--- config.mk ---
export PLATFORM = sky130hd
export DESIGN_NAME = wb_stage
export DESIGN_NICKNAME = d
export VERILOG_FILES = /design/src/rtl/riscv_pkg.sv /design/src/rtl/wb_stage_load_ext.sv /design/src/rtl/wb_stage.sv
export SDC_FILE = /design/constraint.sdc
export NUM_CORES = 1
export LEC_CHECK = 0
export CORE_MARGIN = 2
export CORE_UTILIZATION = 25
export CTS_CLUSTER_DIAMETER = 80
export DETAILED_ROUTE_END_ITERATION = 7
export REMOVE_ABC_BUFFERS = 1
export SETUP_SLACK_MARGIN = 0.2
export SYNTH_ARGS = -nofsm -noshare
export SYNTH_HDL_FRONTEND = slang
export SYNTH_SLANG_ARGS = --single-unit
export TNS_END_PERCENT = 20
--- constraint.sdc ---
create_clock -name clk -period 1.6 [get_ports clk]
set_input_delay 0.48 -clock clk [delete_from_list [all_inputs] [get_ports clk]]
set_output_delay 0.48 -clock clk [all_outputs]
set_load 0.02 [all_outputs]
--- src/rtl/riscv_pkg.sv ---
// Shared RISC-V core definitions: result-source encoding, load funct3 codes,
// datapath width default and the writeback FSM state type.
package riscv_pkg;

    localparam int XLEN_DEFAULT = 32;

    typedef enum logic [1:0] {
        RES_ALU  = 2'b00,
        RES_LOAD = 2'b01,
        RES_PC4  = 2'b10
    } result_src_t;

    localparam logic [2:0] F3_LB  = 3'b000;
    localparam logic [2:0] F3_LH  = 3'b001;
    localparam logic [2:0] F3_LW  = 3'b010;
    localparam logic [2:0] F3_LBU = 3'b100;
    localparam logic [2:0] F3_LHU = 3'b101;

    typedef enum logic {
        IDLE    = 1'b0,
        WAIT_LD = 1'b1
    } wb_state_t;

endpackage

--- src/rtl/wb_stage_load_ext.sv ---
// Load data extractor: picks the byte/halfword addressed by offset out of an
// aligned word and sign- or zero-extends it according to funct3.
module load_ext
    import riscv_pkg::*;
#(
    parameter int XLEN = XLEN_DEFAULT
) (
    input  logic [2:0]      funct3,
    input  logic [1:0]      offset,
    input  logic [XLEN-1:0] word,
    output logic [XLEN-1:0] data
);

    logic [7:0]  byte_sel;
    logic [15:0] half_sel;

    // Misaligned accesses are not trapped; the offset bits select directly.
    assign byte_sel = word[8*offset +: 8];
    assign half_sel = word[16*offset[1] +: 16];

    always_comb begin
        data = word;
        case (funct3)
            F3_LB:   data = {{(XLEN-8){byte_sel[7]}}, byte_sel};
            F3_LH:   data = {{(XLEN-16){half_sel[15]}}, half_sel};
            F3_LBU:  data = {{(XLEN-8){1'b0}}, byte_sel};
            F3_LHU:  data = {{(XLEN-16){1'b0}}, half_sel};
            default: data = word;
        endcase
    end

endmodule

--- src/rtl/wb_stage.sv ---
// Writeback stage: registered register-file write port, stalls upstream while a
// load response is pending. Define WB_LOAD_TIMEOUT_EN for the load-response timeout.
module wb_stage
    import riscv_pkg::*;
#(
    parameter int          XLEN           = XLEN_DEFAULT,
    parameter int unsigned TIMEOUT_CYCLES = 255
) (
    input  logic            clk,
    input  logic            rst,
    input  logic            mem_valid,
    input  logic            mem_reg_write,
    input  logic [4:0]      mem_rd,
    input  logic [1:0]      mem_result_src,
    input  logic [2:0]      mem_funct3,
    input  logic [XLEN-1:0] mem_alu_result,
    input  logic [XLEN-1:0] mem_pc_plus4,
    input  logic            ld_rsp_valid,
    input  logic [XLEN-1:0] ld_rsp_data,
    output logic            stall,
    output logic            we3,
    output logic [4:0]      a3,
    output logic [XLEN-1:0] wd3,
    output logic            ld_timeout
);

    wb_state_t       state_q, state_d;
    logic            we3_q, we3_d;
    logic [4:0]      a3_q, a3_d;
    logic [XLEN-1:0] wd3_q, wd3_d;
    logic            ld_rw_q, ld_rw_d;
    logic [4:0]      ld_rd_q, ld_rd_d;
    logic [2:0]      ld_f3_q, ld_f3_d;
    logic [1:0]      ld_off_q, ld_off_d;
    logic [XLEN-1:0] ld_ext;

    load_ext #(.XLEN(XLEN)) u_load_ext (
        .funct3 (ld_f3_q),
        .offset (ld_off_q),
        .word   (ld_rsp_data),
        .data   (ld_ext)
    );

`ifdef WB_LOAD_TIMEOUT_EN
    localparam int CNT_W = ($clog2(TIMEOUT_CYCLES + 1) < 8) ? 8 : $clog2(TIMEOUT_CYCLES + 1);
    localparam logic [CNT_W-1:0] CNT_LAST = CNT_W'(TIMEOUT_CYCLES - 1);
    logic [CNT_W-1:0] cnt_q, cnt_d;
    logic             timeout_q, timeout_d;

    always_ff @(posedge clk) begin
        if (rst) begin
            cnt_q     <= '0;
            timeout_q <= 1'b0;
        end else begin
            cnt_q     <= cnt_d;
            timeout_q <= timeout_d;
        end
    end

    assign ld_timeout = timeout_q;
`else
    logic [31:0] unused_timeout_cycles;
    assign unused_timeout_cycles = TIMEOUT_CYCLES;
    assign ld_timeout = 1'b0;
`endif

    always_ff @(posedge clk) begin
        if (rst) begin
            state_q  <= IDLE;
            we3_q    <= 1'b0;
            a3_q     <= '0;
            wd3_q    <= '0;
            ld_rw_q  <= 1'b0;
            ld_rd_q  <= '0;
            ld_f3_q  <= '0;
            ld_off_q <= '0;
        end else begin
            state_q  <= state_d;
            we3_q    <= we3_d;
            a3_q     <= a3_d;
            wd3_q    <= wd3_d;
            ld_rw_q  <= ld_rw_d;
            ld_rd_q  <= ld_rd_d;
            ld_f3_q  <= ld_f3_d;
            ld_off_q <= ld_off_d;
        end
    end

    always_comb begin
        state_d  = state_q;
        we3_d    = 1'b0;
        a3_d     = a3_q;
        wd3_d    = wd3_q;
        ld_rw_d  = ld_rw_q;
        ld_rd_d  = ld_rd_q;
        ld_f3_d  = ld_f3_q;
        ld_off_d = ld_off_q;
`ifdef WB_LOAD_TIMEOUT_EN
        cnt_d     = cnt_q;
        timeout_d = timeout_q;
`endif
        case (state_q)
            IDLE: begin
                // Responses seen here (including in the accept cycle) are dropped.
                if (mem_valid) begin
                    if (mem_result_src == 2'(RES_LOAD)) begin
                        ld_rw_d  = mem_reg_write;
                        ld_rd_d  = mem_rd;
                        ld_f3_d  = mem_funct3;
                        ld_off_d = mem_alu_result[1:0];
                        state_d  = WAIT_LD;
`ifdef WB_LOAD_TIMEOUT_EN
                        cnt_d    = '0;
`endif
                    end else begin
                        we3_d = mem_reg_write && (mem_rd != 5'd0);
                        a3_d  = mem_rd;
                        wd3_d = (mem_result_src == 2'(RES_PC4)) ? mem_pc_plus4 : mem_alu_result;
                    end
                end
            end
            WAIT_LD: begin
                if (ld_rsp_valid) begin
                    we3_d   = ld_rw_q && (ld_rd_q != 5'd0);
                    a3_d    = ld_rd_q;
                    wd3_d   = ld_ext;
                    state_d = IDLE;
                end
`ifdef WB_LOAD_TIMEOUT_EN
                else if (cnt_q == CNT_LAST) begin
                    timeout_d = 1'b1;
                    state_d   = IDLE;
                end else begin
                    cnt_d = cnt_q + 1'b1;
                end
`endif
            end
            default: state_d = IDLE;
        endcase
    end

    assign stall = (state_q == WAIT_LD);
    assign we3   = we3_q;
    assign a3    = a3_q;
    assign wd3   = wd3_q;

endmodule

==> metrics <==
fraction of power consumed by combinational cells 0.344; Routed Antenna Nets 0; internal cell power 2.83 mW; start-to-end type of the worst setup path flip-flop to flip-flop; Setup Slack @ Placement -0.690 ns; startpoint of the worst setup timing path ld_off_q[1]$_SDFFE_PP0P_; Port Buffer Count about 150; run status completed; logic depth of the worst register-to-register path 5; total number of yosys warnings 0; post-layout power 4.05 mW; post-synthesis cell type with the largest combined area sky130_fd_sc_hd__dfxtp_1; global router's overall resource usage 0.203; most frequently used flop master after synthesis sky130_fd_sc_hd__dfxtp_1; Yosys reg bits 50; max-slew violations 0; count of endpoints failing setup in the final report 0; CP Capture Point wd3[9]$_SDFFE_PP0P_; library cell contributing the largest single delay on the critical path sky130_fd_sc_hd__mux4_2; nature of the critical path startpoint flip-flop; height of the die 118 µm; data arrival time of the worst path 1.78 ns; biggest fanout along the worst timing path 4; maximum ir drop on the vdd rail 0.000364 V; cell types with the highest counts after synthesis sky130_fd_sc_hd__nand2_1 (52), sky130_fd_sc_hd__dfxtp_1 (50), sky130_fd_sc_hd__a211oi_1 (29), sky130_fd_sc_hd__nor2_1 (26), sky130_fd_sc_hd__a21oi_1 (21); class of the most critical hold timing path flip-flop to flip-flop; largest net degree at the start of global routing 47; Fmax achieved roughly 630 MHz; series of cell instances along the critical path mux4_2 > a21o_4 > buf_12 > a21oi_2 > o21ai_1; Worst Hold Slack about 0.48 ns; hold-fix buffers at CTS 0; Clock power frac 0.310; GPL Wtd Cong approximately 0.9; number of antenna violations at the first check in global routing 0; worst reg2reg setup slack 0.01 ns; area enclosed by the die boundary 13900 µm²; Row Count 41; cell count after placement between 700 and 800; CTS max path bufs 2; number of sinks driven by the clock tree 50; number of detailed-routing iterations run before antenna repair 4; via density per instance between 5 and 6; non-filler cells in the finished layout 781; Slowest Stage Delay on Critical Path 0.52 ns; number of library cell types mapped by synthesis between 40 and 50; final clock period utilization by the worst path 0.993; Clock Pin Slew Worst Setup and Hold Paths about 0.070 ns; area inside the core boundary approximately 13000 µm²; Initial Utilization 0.256; source-to-sink clock delay at the later pin of the worst-skew pair approximately 0.3 ns; Pleak 2.30 nW; area taken by multi-input logic gates between 2000 and 2500 µm²; reg-to-reg critical path startpoint ld_off_q[1]$_SDFFE_PP0P_; setup repair after global routing missed its margin yes; leftover overflow at the end of global routing 0; fraction of layout instances using a drive strength above 1 0.348; maximum clock skew at final layout approximately 0.0075 ns; DRC Markers 0; worst flop-to-flop path endpoint wd3[9]$_SDFFE_PP0P_; area grow syn2layout 82.0%; NumNets Final 719; share of synthesized registers carrying an async set or reset 0; combined flip-flop and latch cell area just over 1000 µm²; biggest area contributors in the synthesized netlist sky130_fd_sc_hd__dfxtp_1 (31%), sky130_fd_sc_hd__a211oi_1 (6.7%), sky130_fd_sc_hd__mux2_2 (6.2%); sequential share of power 0.347; cell area after technology mapping approximately 3200 µm²; Final Hold Viols 0; final critical path time including I/O delays and setup roughly 1.6 ns; number of global-route vias before repair 4228; Sw Share 0.301; vias after detailed routing 3994; number of CTS-inserted buffers 5; CTS tree done; synthesized instance count 399; most repeated cell in the gate-level netlist after synthesis sky130_fd_sc_hd__nand2_1; share of the synthesized area in the top cell type 0.309; min setup slack post-route 0.0105 ns; sequential element share of the synthesized area 0.309; DR WL/cell 18.4 µm; number of antenna diodes 0; number of fillers in the final layout 1235; Worst EP required 1.79 ns; H-Tree Level Count 2; Avg Cell Area, Syn ~8.1 µm²; count of flip-flops with a built-in enable after synthesis 0; number of max-cap violations 0; first-pass GRT wire length 22700 µm; Final HPWL DP 10100 µm; DR iter-0 viols 177; clock root cell sky130_fd_sc_hd__clkbuf_16; total I/O pin count roughly 150; reported net switching power 1.22 mW; Power Density 686 nW/µm²; routed wire length between 10000 and 15000 µm; endpoint type of the worst setup path flip-flop; x dimension of the die about 120 µm
[area by class of cell]
type	count	share of cell area
Timing Repair Buffer	238	0.370
Tap cell	172	0.0365
Inverter	11	0.00763
Sequential cell	50	0.173
Multi-Input combinational cell	302	0.385
Clock buffer	6	0.0218
Clock inverter	2	0.00636
[cells by family after synthesis]
family	synth area share
compound gates	0.287
other cells	0.00116
buf+inv	0.0725
mux	0.116
simple gates	0.215
flops	0.309
[layout by cell type, fill, tap and decap left out, drive strengths merged, types with 2 or more instances in the layout]
cell and count:
nand3 2, nand2 52, or3 2, inv 10, or4 2, clkbuf 42, clkdlybuf4s50 92, o21ai 21
dlymetal6s2s 3, mux2 18, nor2b 12, mux2i 15, or4bb 7, nor2 26, o211ai 7, a211oi 30
o221ai 6, buf 93, nand2b 11, clkinvlp 2, a21oi 22, nor3 4, o22ai 16, a2111oi 8
a311o 7, a21o 2, nor4 9, nand3b 7, dfxtp 50, dlygate4sd2 10, clkdlybuf4s15 4, a2bb2oi 6
[how the worst min path moves through the flow]
stage	end	start	cells after the start
finish	ld_rw_q$_SDFFE_PP0P_	ld_rw_q$_SDFFE_PP0P_	2
global route	ld_rd_q[2]$_SDFFE_PP0P_	ld_rd_q[2]$_SDFFE_PP0P_	2
detailed placement	ld_rw_q$_SDFFE_PP0P_	ld_rw_q$_SDFFE_PP0P_	2
global placement	ld_rw_q$_SDFFE_PP0P_	ld_rw_q$_SDFFE_PP0P_	2
floorplan	ld_rw_q$_SDFFE_PP0P_	ld_rw_q$_SDFFE_PP0P_	2
CTS	ld_rw_q$_SDFFE_PP0P_	ld_rw_q$_SDFFE_PP0P_	2
[critical path, delay by kind of cell (launching register included)]
kind | cells | cell delay [ns]
buffers and inverters | 1 | 0.14
AO/OA/AOI/OAI | 3 | 0.44
flip-flops | 1 | 0.37
multiplexers | 1 | 0.52
[state kept, by name, indices dropped and copies added, names as in the netlist]
register,flops
ld_off_q,2
stall,1
wd3,32
ld_rw_q,1
a3,5
ld_rd_q,5
we3,1
ld_f3_q,3
[layer usage]
| metal | part of all wire | routed length [µm] | up-vias | track usage |
|---|---|---|---|---|
| met5 | 0 | 0 | - | 0 |
| met3 | 0.064 | 928 | 22 | 0.0388 |
| li1 | - | - | 1922 | - |
| met4 | 0.017 | 239 | 0 | 0.0617 |
| met1 | 0.43 | 6190 | 1886 | 0.257 |
| met2 | 0.49 | 7040 | 164 | 0.349 |
[power groups by stage]
stage / combinational (mW) / clock [mW] / sequential [mW]
2_1_floorplan: 0.376 / 0 / 1.54
3_5_place_dp: 1.27 / 0 / 1.43
3_3_place_gp: 1.25 / 0 / 1.43
5_1_grt: 1.48 / 1.32 / 1.41
4_1_cts: 1.35 / 1.27 / 1.40
6_report: 1.39 / 1.25 / 1.40
[repair_timing]
item                                    in CTS  in global routing
hold endpoints to repair                     0                  0
gates cloned                                 5                  0
resized for setup                          132                114
setup buffers                               14                  5
endpoints found under the setup margin      89                 76
pin swaps                                   31                 21
[metrics by stage]
step	TNS, ns	util	cell area (µm²)
3_5_place_dp	-29.00	0.423	5360
3_3_place_gp	-26.60	0.423	5360
4_1_cts	0	0.461	5840
6_report	0	0.466	5900
2_1_floorplan	-39.71	-	3050
5_1_grt	-0.142	0.466	5900
No activity file was read; power rests on OpenSTA's default activity.
